### src/rtl/float64_mul_sig_core_pkg.sv
// Shared constants, state encoding and operand classification for the
// float64 significand-multiply front end.
package float64_pkg;

    localparam int MUL_CHUNK = 16;
    localparam int MUL_STEPS = 64 / MUL_CHUNK;

    localparam logic [31:0] FLAG_INEXACT   = 32'd1;
    localparam logic [31:0] FLAG_UNDERFLOW = 32'd2;
    localparam logic [31:0] FLAG_OVERFLOW  = 32'd4;
    localparam logic [31:0] FLAG_DIVBYZERO = 32'd8;
    localparam logic [31:0] FLAG_INVALID   = 32'd16;

    localparam logic [63:0] DEFAULT_NAN = 64'h7FFF_FFFF_FFFF_FFFF;
    localparam logic [12:0] EXP_BIAS    = 13'd1023;
    localparam logic [10:0] EXP_MAX     = 11'h7FF;

    typedef enum logic [2:0] {
        ST_IDLE,
        ST_NORM,
        ST_MUL,
        ST_FIN,
        ST_DONE
    } state_t;

    typedef struct packed {
        logic is_nan;
        logic is_snan;
        logic is_inf;
        logic is_zero;
    } fclass_t;

    function automatic fclass_t classify(input logic [63:0] x);
        fclass_t c;
        c.is_nan  = (x[62:52] == EXP_MAX) && (x[51:0] != 52'd0);
        c.is_snan = c.is_nan && !x[51];
        c.is_inf  = (x[62:52] == EXP_MAX) && (x[51:0] == 52'd0);
        c.is_zero = (x[62:0] == 63'd0);
        return c;
    endfunction

endpackage

### src/rtl/float64_mul_sig_core_if.sv
// Start/done handshake, operands, flags and unrounded/bypass results of the
// float64 significand-multiply stage.
interface float64_mul_sig_core_if;
    logic        ap_start;
    logic        ap_done;
    logic        ap_idle;
    logic        ap_ready;
    logic [63:0] a;
    logic [63:0] b;
    logic [31:0] float_exception_flag_i;
    logic [31:0] float_exception_flag_o;
    logic        float_exception_flag_o_ap_vld;
    logic        zSign;
    logic [12:0] zExp;
    logic [63:0] zSig;
    logic        bypass;
    logic [63:0] ap_return_bypass;

    modport master (
        output ap_start, a, b, float_exception_flag_i,
        input  ap_done, ap_idle, ap_ready, float_exception_flag_o,
               float_exception_flag_o_ap_vld, zSign, zExp, zSig, bypass,
               ap_return_bypass
    );

    modport slave (
        input  ap_start, a, b, float_exception_flag_i,
        output ap_done, ap_idle, ap_ready, float_exception_flag_o,
               float_exception_flag_o_ap_vld, zSign, zExp, zSig, bypass,
               ap_return_bypass
    );
endinterface

### src/rtl/float64_mul_sig_core_normalize.sv
// Subnormal normalisation: shifts the fraction so its leading one lands on the
// hidden-bit position (bit 52) and returns the matching 13-bit exponent.
module normalize_subnormal64 (
    input  logic [51:0] frac,
    output logic [63:0] sig,
    output logic [12:0] exp13
);
    logic [63:0] x;
    logic [6:0]  lz;
    logic [6:0]  sc;

    assign x = {12'd0, frac};

    // Ascending scan: the highest set bit is the last to overwrite lz.
    always_comb begin
        lz = 7'd64;
        for (int i = 0; i < 64; i++) begin
            if (x[i]) begin
                lz = 7'(63 - i);
            end
        end
    end

    assign sc    = lz - 7'd11;
    assign sig   = x << sc;
    assign exp13 = 13'd1 - {6'd0, sc};
endmodule

### src/rtl/float64_mul_sig_core.sv
// float64 multiply front end: special-case bypass, operand normalisation and a
// 64x16 shift-accumulate significand product feeding round-and-pack.
module float64_mul_sig_core
    import float64_pkg::*;
(
    input  logic                   ap_clk,
    input  logic                   ap_rst_n,
    float64_mul_sig_core_if.slave  bus
);
    state_t         state_reg;
    logic [62:0]    a_reg;
    logic [62:0]    b_reg;
    logic [31:0]    flag_in_reg;
    logic [31:0]    raised_reg;
    logic [63:0]    a_sig_reg;
    logic [63:0]    b_sig_reg;
    logic [12:0]    exp_reg;
    logic [127:0]   acc_reg;
    logic [1:0]     cnt_reg;
    logic           done_reg;
    logic           vld_reg;
    logic           zsign_reg;
    logic [12:0]    zexp_reg;
    logic [63:0]    zsig_reg;
    logic           bypass_reg;
    logic [63:0]    ret_reg;

    fclass_t        cls_a;
    fclass_t        cls_b;
    logic           special;
    logic [63:0]    spec_res;
    logic [31:0]    spec_flags;
    logic           prod_sign;

    always_comb begin
        cls_a      = classify(bus.a);
        cls_b      = classify(bus.b);
        prod_sign  = bus.a[63] ^ bus.b[63];
        special    = cls_a.is_nan | cls_b.is_nan | cls_a.is_inf | cls_b.is_inf
                   | cls_a.is_zero | cls_b.is_zero;
        spec_res   = 64'd0;
        spec_flags = 32'd0;
        if (cls_a.is_nan || cls_b.is_nan) begin
            spec_res = (cls_a.is_nan ? bus.a : bus.b) | (64'd1 << 51);
            if (cls_a.is_snan || cls_b.is_snan) begin
                spec_flags = FLAG_INVALID;
            end
        end else if ((cls_a.is_inf && cls_b.is_zero) || (cls_a.is_zero && cls_b.is_inf)) begin
            spec_res   = DEFAULT_NAN;
            spec_flags = FLAG_INVALID;
        end else if (cls_a.is_inf || cls_b.is_inf) begin
            spec_res = {prod_sign, EXP_MAX, 52'd0};
        end else begin
            spec_res = {prod_sign, 63'd0};
        end
    end

    logic [62:0] op_word [2];
    logic [63:0] op_sig  [2];
    logic [12:0] op_exp  [2];

    assign op_word[0] = a_reg;
    assign op_word[1] = b_reg;

    genvar gi;
    generate
        for (gi = 0; gi < 2; gi++) begin : g_norm
            logic [63:0] sub_sig;
            logic [12:0] sub_exp;
            logic        is_sub;

            normalize_subnormal64 u_norm (
                .frac  (op_word[gi][51:0]),
                .sig   (sub_sig),
                .exp13 (sub_exp)
            );

            // Zero operands never reach NORM, so exp==0 here means subnormal.
            assign is_sub      = (op_word[gi][62:52] == 11'd0);
            assign op_sig[gi]  = is_sub ? sub_sig : {11'd0, 1'b1, op_word[gi][51:0]};
            assign op_exp[gi]  = is_sub ? sub_exp : {2'd0, op_word[gi][62:52]};
        end
    endgenerate

    logic [79:0]  mul_prod;
    logic [127:0] mul_term;
    logic [63:0]  fin_sig;
    logic         fin_norm;

    // b_sig_reg is shifted down each MUL cycle, so its low chunk is always current.
    assign mul_prod = {16'd0, a_sig_reg} * {64'd0, b_sig_reg[MUL_CHUNK-1:0]};
    assign mul_term = {48'd0, mul_prod} << {cnt_reg, 4'd0};
    assign fin_sig  = acc_reg[127:64] | {63'd0, (acc_reg[63:0] != 64'd0)};
    assign fin_norm = ~fin_sig[63] & ~fin_sig[62];

    always_ff @(posedge ap_clk or negedge ap_rst_n) begin
        if (!ap_rst_n) begin
            state_reg   <= ST_IDLE;
            a_reg       <= '0;
            b_reg       <= '0;
            flag_in_reg <= '0;
            raised_reg  <= '0;
            a_sig_reg   <= '0;
            b_sig_reg   <= '0;
            exp_reg     <= '0;
            acc_reg     <= '0;
            cnt_reg     <= '0;
            done_reg    <= 1'b0;
            vld_reg     <= 1'b0;
            zsign_reg   <= 1'b0;
            zexp_reg    <= '0;
            zsig_reg    <= '0;
            bypass_reg  <= 1'b0;
            ret_reg     <= '0;
        end else begin
            done_reg <= 1'b0;
            vld_reg  <= 1'b0;
            case (state_reg)
                ST_IDLE: begin
                    if (bus.ap_start) begin
                        a_reg       <= bus.a[62:0];
                        b_reg       <= bus.b[62:0];
                        flag_in_reg <= bus.float_exception_flag_i;
                        zsign_reg   <= prod_sign;
                        zexp_reg    <= '0;
                        zsig_reg    <= '0;
                        if (special) begin
                            bypass_reg <= 1'b1;
                            ret_reg    <= spec_res;
                            raised_reg <= spec_flags;
                            done_reg   <= 1'b1;
                            vld_reg    <= (spec_flags != 32'd0);
                            state_reg  <= ST_DONE;
                        end else begin
                            bypass_reg <= 1'b0;
                            ret_reg    <= '0;
                            raised_reg <= '0;
                            state_reg  <= ST_NORM;
                        end
                    end
                end
                ST_NORM: begin
                    a_sig_reg <= op_sig[0] << 10;
                    b_sig_reg <= op_sig[1] << 11;
                    exp_reg   <= op_exp[0] + op_exp[1] - EXP_BIAS;
                    acc_reg   <= '0;
                    cnt_reg   <= '0;
                    state_reg <= ST_MUL;
                end
                ST_MUL: begin
                    acc_reg   <= acc_reg + mul_term;
                    b_sig_reg <= b_sig_reg >> MUL_CHUNK;
                    cnt_reg   <= cnt_reg + 2'd1;
                    if (cnt_reg == 2'(MUL_STEPS - 1)) begin
                        state_reg <= ST_FIN;
                    end
                end
                ST_FIN: begin
                    zsig_reg  <= fin_norm ? (fin_sig << 1) : fin_sig;
                    zexp_reg  <= fin_norm ? (exp_reg - 13'd1) : exp_reg;
                    done_reg  <= 1'b1;
                    state_reg <= ST_DONE;
                end
                ST_DONE: begin
                    state_reg <= ST_IDLE;
                end
                default: begin
                    state_reg <= ST_IDLE;
                end
            endcase
        end
    end

    assign bus.ap_done                       = done_reg;
    assign bus.ap_ready                      = done_reg;
    assign bus.ap_idle                       = (state_reg == ST_IDLE) && !bus.ap_start;
    assign bus.float_exception_flag_o        = (state_reg == ST_DONE) ? (flag_in_reg | raised_reg)
                                                                      : bus.float_exception_flag_i;
    assign bus.float_exception_flag_o_ap_vld = vld_reg;
    assign bus.zSign                         = zsign_reg;
    assign bus.zExp                          = zexp_reg;
    assign bus.zSig                          = zsig_reg;
    assign bus.bypass                        = bypass_reg;
    assign bus.ap_return_bypass              = ret_reg;
endmodule
### src/flat_wrapper.sv
// flat-port wrapper written by rule: the top's interface ports become plain ports
module float64_mul_sig_core_flat import float64_pkg::*;
  (ap_clk, ap_rst_n, bus_ap_start, bus_a, bus_b, bus_float_exception_flag_i, bus_ap_done, bus_ap_idle, bus_ap_ready, bus_float_exception_flag_o, bus_float_exception_flag_o_ap_vld, bus_zSign, bus_zExp, bus_zSig, bus_bypass, bus_ap_return_bypass);
  float64_mul_sig_core_if bus_i ();
  input  logic ap_clk;
  input  logic ap_rst_n;
  input wire logic [$bits(bus_i.ap_start)-1:0] bus_ap_start;
  input wire logic [$bits(bus_i.a)-1:0] bus_a;
  input wire logic [$bits(bus_i.b)-1:0] bus_b;
  input wire logic [$bits(bus_i.float_exception_flag_i)-1:0] bus_float_exception_flag_i;
  output wire logic [$bits(bus_i.ap_done)-1:0] bus_ap_done;
  output wire logic [$bits(bus_i.ap_idle)-1:0] bus_ap_idle;
  output wire logic [$bits(bus_i.ap_ready)-1:0] bus_ap_ready;
  output wire logic [$bits(bus_i.float_exception_flag_o)-1:0] bus_float_exception_flag_o;
  output wire logic [$bits(bus_i.float_exception_flag_o_ap_vld)-1:0] bus_float_exception_flag_o_ap_vld;
  output wire logic [$bits(bus_i.zSign)-1:0] bus_zSign;
  output wire logic [$bits(bus_i.zExp)-1:0] bus_zExp;
  output wire logic [$bits(bus_i.zSig)-1:0] bus_zSig;
  output wire logic [$bits(bus_i.bypass)-1:0] bus_bypass;
  output wire logic [$bits(bus_i.ap_return_bypass)-1:0] bus_ap_return_bypass;
  assign bus_i.ap_start = bus_ap_start;
  assign bus_i.a = bus_a;
  assign bus_i.b = bus_b;
  assign bus_i.float_exception_flag_i = bus_float_exception_flag_i;
  assign bus_ap_done = bus_i.ap_done;
  assign bus_ap_idle = bus_i.ap_idle;
  assign bus_ap_ready = bus_i.ap_ready;
  assign bus_float_exception_flag_o = bus_i.float_exception_flag_o;
  assign bus_float_exception_flag_o_ap_vld = bus_i.float_exception_flag_o_ap_vld;
  assign bus_zSign = bus_i.zSign;
  assign bus_zExp = bus_i.zExp;
  assign bus_zSig = bus_i.zSig;
  assign bus_bypass = bus_i.bypass;
  assign bus_ap_return_bypass = bus_i.ap_return_bypass;
  float64_mul_sig_core u_core (.ap_clk(ap_clk), .ap_rst_n(ap_rst_n), .bus(bus_i));
endmodule
### config.mk
export PLATFORM = sky130hd
export DESIGN_NAME = float64_mul_sig_core_flat
export DESIGN_NICKNAME = d
export VERILOG_FILES = /design/src/rtl/float64_mul_sig_core_pkg.sv /design/src/rtl/float64_mul_sig_core_if.sv /design/src/rtl/float64_mul_sig_core_normalize.sv /design/src/rtl/float64_mul_sig_core.sv /design/src/flat_wrapper.sv
export SDC_FILE = /design/constraint.sdc
export NUM_CORES = 2
export LEC_CHECK = 0
export CAP_MARGIN = 20
export CORE_MARGIN = 4
export CORE_UTILIZATION = 33
export CTS_BUF_LIST = sky130_fd_sc_hd__clkbuf_2 sky130_fd_sc_hd__clkbuf_4 sky130_fd_sc_hd__clkbuf_8
export CTS_CLUSTER_DIAMETER = 150
export DETAILED_ROUTE_END_ITERATION = 6
export GPL_TIMING_DRIVEN = 1
export HOLD_SLACK_MARGIN = 0.05
export PLACE_DENSITY_LB_ADDON = 0.25
export SLEW_MARGIN = 0
export SYNTH_ARGS = -nofsm -noshare
export SYNTH_HDL_FRONTEND = slang
export SYNTH_SLANG_ARGS = --single-unit
### constraint.sdc
create_clock -name ap_clk -period 21.2 [get_ports ap_clk]
set_input_delay 2.12 -clock ap_clk [delete_from_list [all_inputs] [get_ports ap_clk]]
set_output_delay 2.12 -clock ap_clk [all_outputs]
set_load 0.05 [all_outputs]
==> out/metrics.cfg <==
[status]
status=finished with violations
violations=design-rule violations

[timing]
timing.final.crit_period_ns=12.47
slew_violations=0
relSlewSlack_pct=24.3
finClkSkew_ns=0.0686
tightest_slew_ns=1.14
max_clock_freq_mhz=80.2
finalSetupViolations=0
hold_viol=0
finalCritPeriodShare_pct=58.8
rsz0062_at_grt=no
setup_tns_ns=0

[critical_path]
worst_setup_path_start_kind=flop
critPathMostFrequentCell=fa_1
crit_required_ns=21.94
r2r_cells=35
max_stage_delay_ns=0.95
crit_cells=35
critPathBufInv=4
crit_slowest_cell=a2111oi_0
critPathTopFamily=compound AO/OA/AOI/OAI gates
arrival_ns=13.21
reg2reg_slack_ns=8.73
critPathMaxFanout=35
crit_path_end_kind=flop
critPathKind=flop to flop

[synth]
synth.distinct_cells=89
ys_seq_elements=558
synth_compound_area_share_pct=14.6
ys.flop_type=dfrtp_1
syn_area_um2=65600
yosys.area_share.adder_pct=27.7
syn_nets=8905
yosys.area_share.simple_pct=18.3
async_flop_share_pct=100
syn_area_per_cell_um2=8.49
synth_warnings=0
synth_edf_count=0
ys_seq_area_share_pct=21.3
synth.area.mux_share_pct=7.85
synthCells=7726
synth-xor-area-share_pct=2.71
synth_top_family_by_area=adder cells

[placed_design]
portBuffers=341
hpwl_um=189000
gp_congestion=0.944

[drt]
vias_per_cell=5.56
vias=58076
route.detailed.drc=2
finalWirelength_um=246000
first_pass_iters=7
post_drt_wl_per_cell_um=23.6
drtIter0Drc=5342
drtAntennaViolNets=0

[floorplan]
num_io_pins=342
initial_core_util_pct=33.2
die_height_um=454
rows=163
core_um2=197000
die_w_um=454
fp.dieArea_um2=206000

[finish]
final_cell_mix=nand2_1 (1,563), fa_1 (728), inv_1 (707), dfrtp_1 (544), o21ai_0 (479)
nets=8894
final_common_cell=nand2_1
largest_reg_flops=118
area_growth_pct=12.2
drive_above_1_share_pct=6.52
fillers=20385

[global_route]
grt_usage_pct=23.7
grt_max_degree=142
grt_overflow=0
grt_pass1_wl_um=378000
antenna_found_initial=3
grt_pass1_vias=59457

[worst_hold_path]
whs_path_depth=2
hold_class=flop to flop

[clock_network]
hold_buffers=0
cts_buffers=110
cts.sinks=558
clk_pin_slew_ns=0.06
cts_buffer_depth=3
htreeDepth=3
cts_resized=0
insertion_delay_ns=0.89
cts_root_buffer=clkbuf_8
post_cts_buffers=0
cts_tree=built

[run]
drv_cap=0

[path summary, 6_finish.rpt]
| path | from | endpoint |
|---|---|---|
| worst max-delay path | u_core.b_sig_reg[5] | u_core.acc_reg[123] |
| worst min-delay path | u_core.flag_in_reg[31] | u_core.flag_in_reg[31] |
| worst max register to register | u_core.b_sig_reg[5] | u_core.acc_reg[123] |
| worst min register to register | u_core.flag_in_reg[31] | u_core.flag_in_reg[31] |
| max in group asynchronous | ap_rst_n | u_core.acc_reg[73] |
| min in group asynchronous | ap_rst_n | u_core.bus.ap_return_bypass[58] |
[layout make-up]
cell class	count	area [um2]	share of cell area, %
Timing Repair Buffer	448	4230	5.75
Multi-Input combinational cell	5887	46800	63.6
Clock inverter	37	519	0.706
Clock buffer	164	2080	2.83
Sequential cell	558	14000	19.0
Antenna cell	1	2.50	0.00340
Tap cell	2640	3300	4.49
Inverter	710	2670	3.62
[cells by family (layout without fill, tap and decap cells)]
kind of cell               count (synthesis)  in the layout
buffers and inverters                   1281           1359
AOI/OAI and AO/OA                       1548           1548
other                                      0              1
adders and majority gates               1016           1016
and+or+nand+nor                         2712           2712
DFF                                      558            558
xor gates and xnor gates                 203            203
muxes                                    408            408
[per-layer routing]
layer / vias to the layer above / GRT usage [%] / part of all wire (%)
li1: 25863 / - / -
met1: 29305 / 32.0 / 43
met2: 2424 / 37.1 / 45
met3: 484 / 4.24 / 7.2
met4: 0 / 10.5 / 4.9
met5: - / 0 / 0
[cell usage after synthesis, types with 24 or more instances]
library cell  count  share of area [%]
nand2_1        1567                9.0
fa_1            728                 22
inv_1           708                4.1
dfrtp_1         558                 21
clkbuf_1        499                2.9
o21ai_0         479                3.7
a21oi_1         395                3.0
nor2_1          336                1.9
ha_1            288                5.5
mux2i_1         277                4.2
and2_1          228                2.2
nand3_1         158                1.2
xnor2_1         126                1.7
a21o_1          123                1.4
o22ai_1          93               0.89
mux4_2           80                2.7
nor4_1           80               0.76
nor3_1           78               0.60
xor2_1           77                1.0
a31oi_1          58               0.55
nand4_1          56               0.53
mux2_2           51               0.88
o21bai_1         45               0.52
and3_1           42               0.40
a221oi_1         40               0.53
nand2b_1         40               0.38
nor2b_1          40               0.38
a211oi_1         31               0.35
o31ai_1          30               0.34
o21a_1           27               0.31
buf_2            26               0.20
buf_1            24               0.14
[metrics by stage]
step	area, um2	hold slack (ns)	setup slack [ns]	instances	util (%)
floorplan	65600	0.438	11.45	7726	-
global placement	71000	0.452	8.85	10243	35.9
detailed placement	71000	0.460	8.88	10243	35.9
CTS	73600	0.475	8.82	10444	37.3
global route	73600	0.494	8.10	10445	37.3
finish	73600	0.472	8.73	10445	37.3
[worst register-to-register path, delay by kind of cell, from the launching register on]
family / cells / cell delay, ns
AO/OA/AOI/OAI: 13 / 4.67
adder cells (fa/ha/maj): 8 / 3.87
AND/OR/NAND/NOR: 8 / 1.82
buffers and inverters: 4 / 0.71
flip-flops: 1 / 0.70
multiplexers: 2 / 0.59
Power is not shown: default switching activity piles up to over one toggle a cycle in this logic, so the estimate is an artifact.
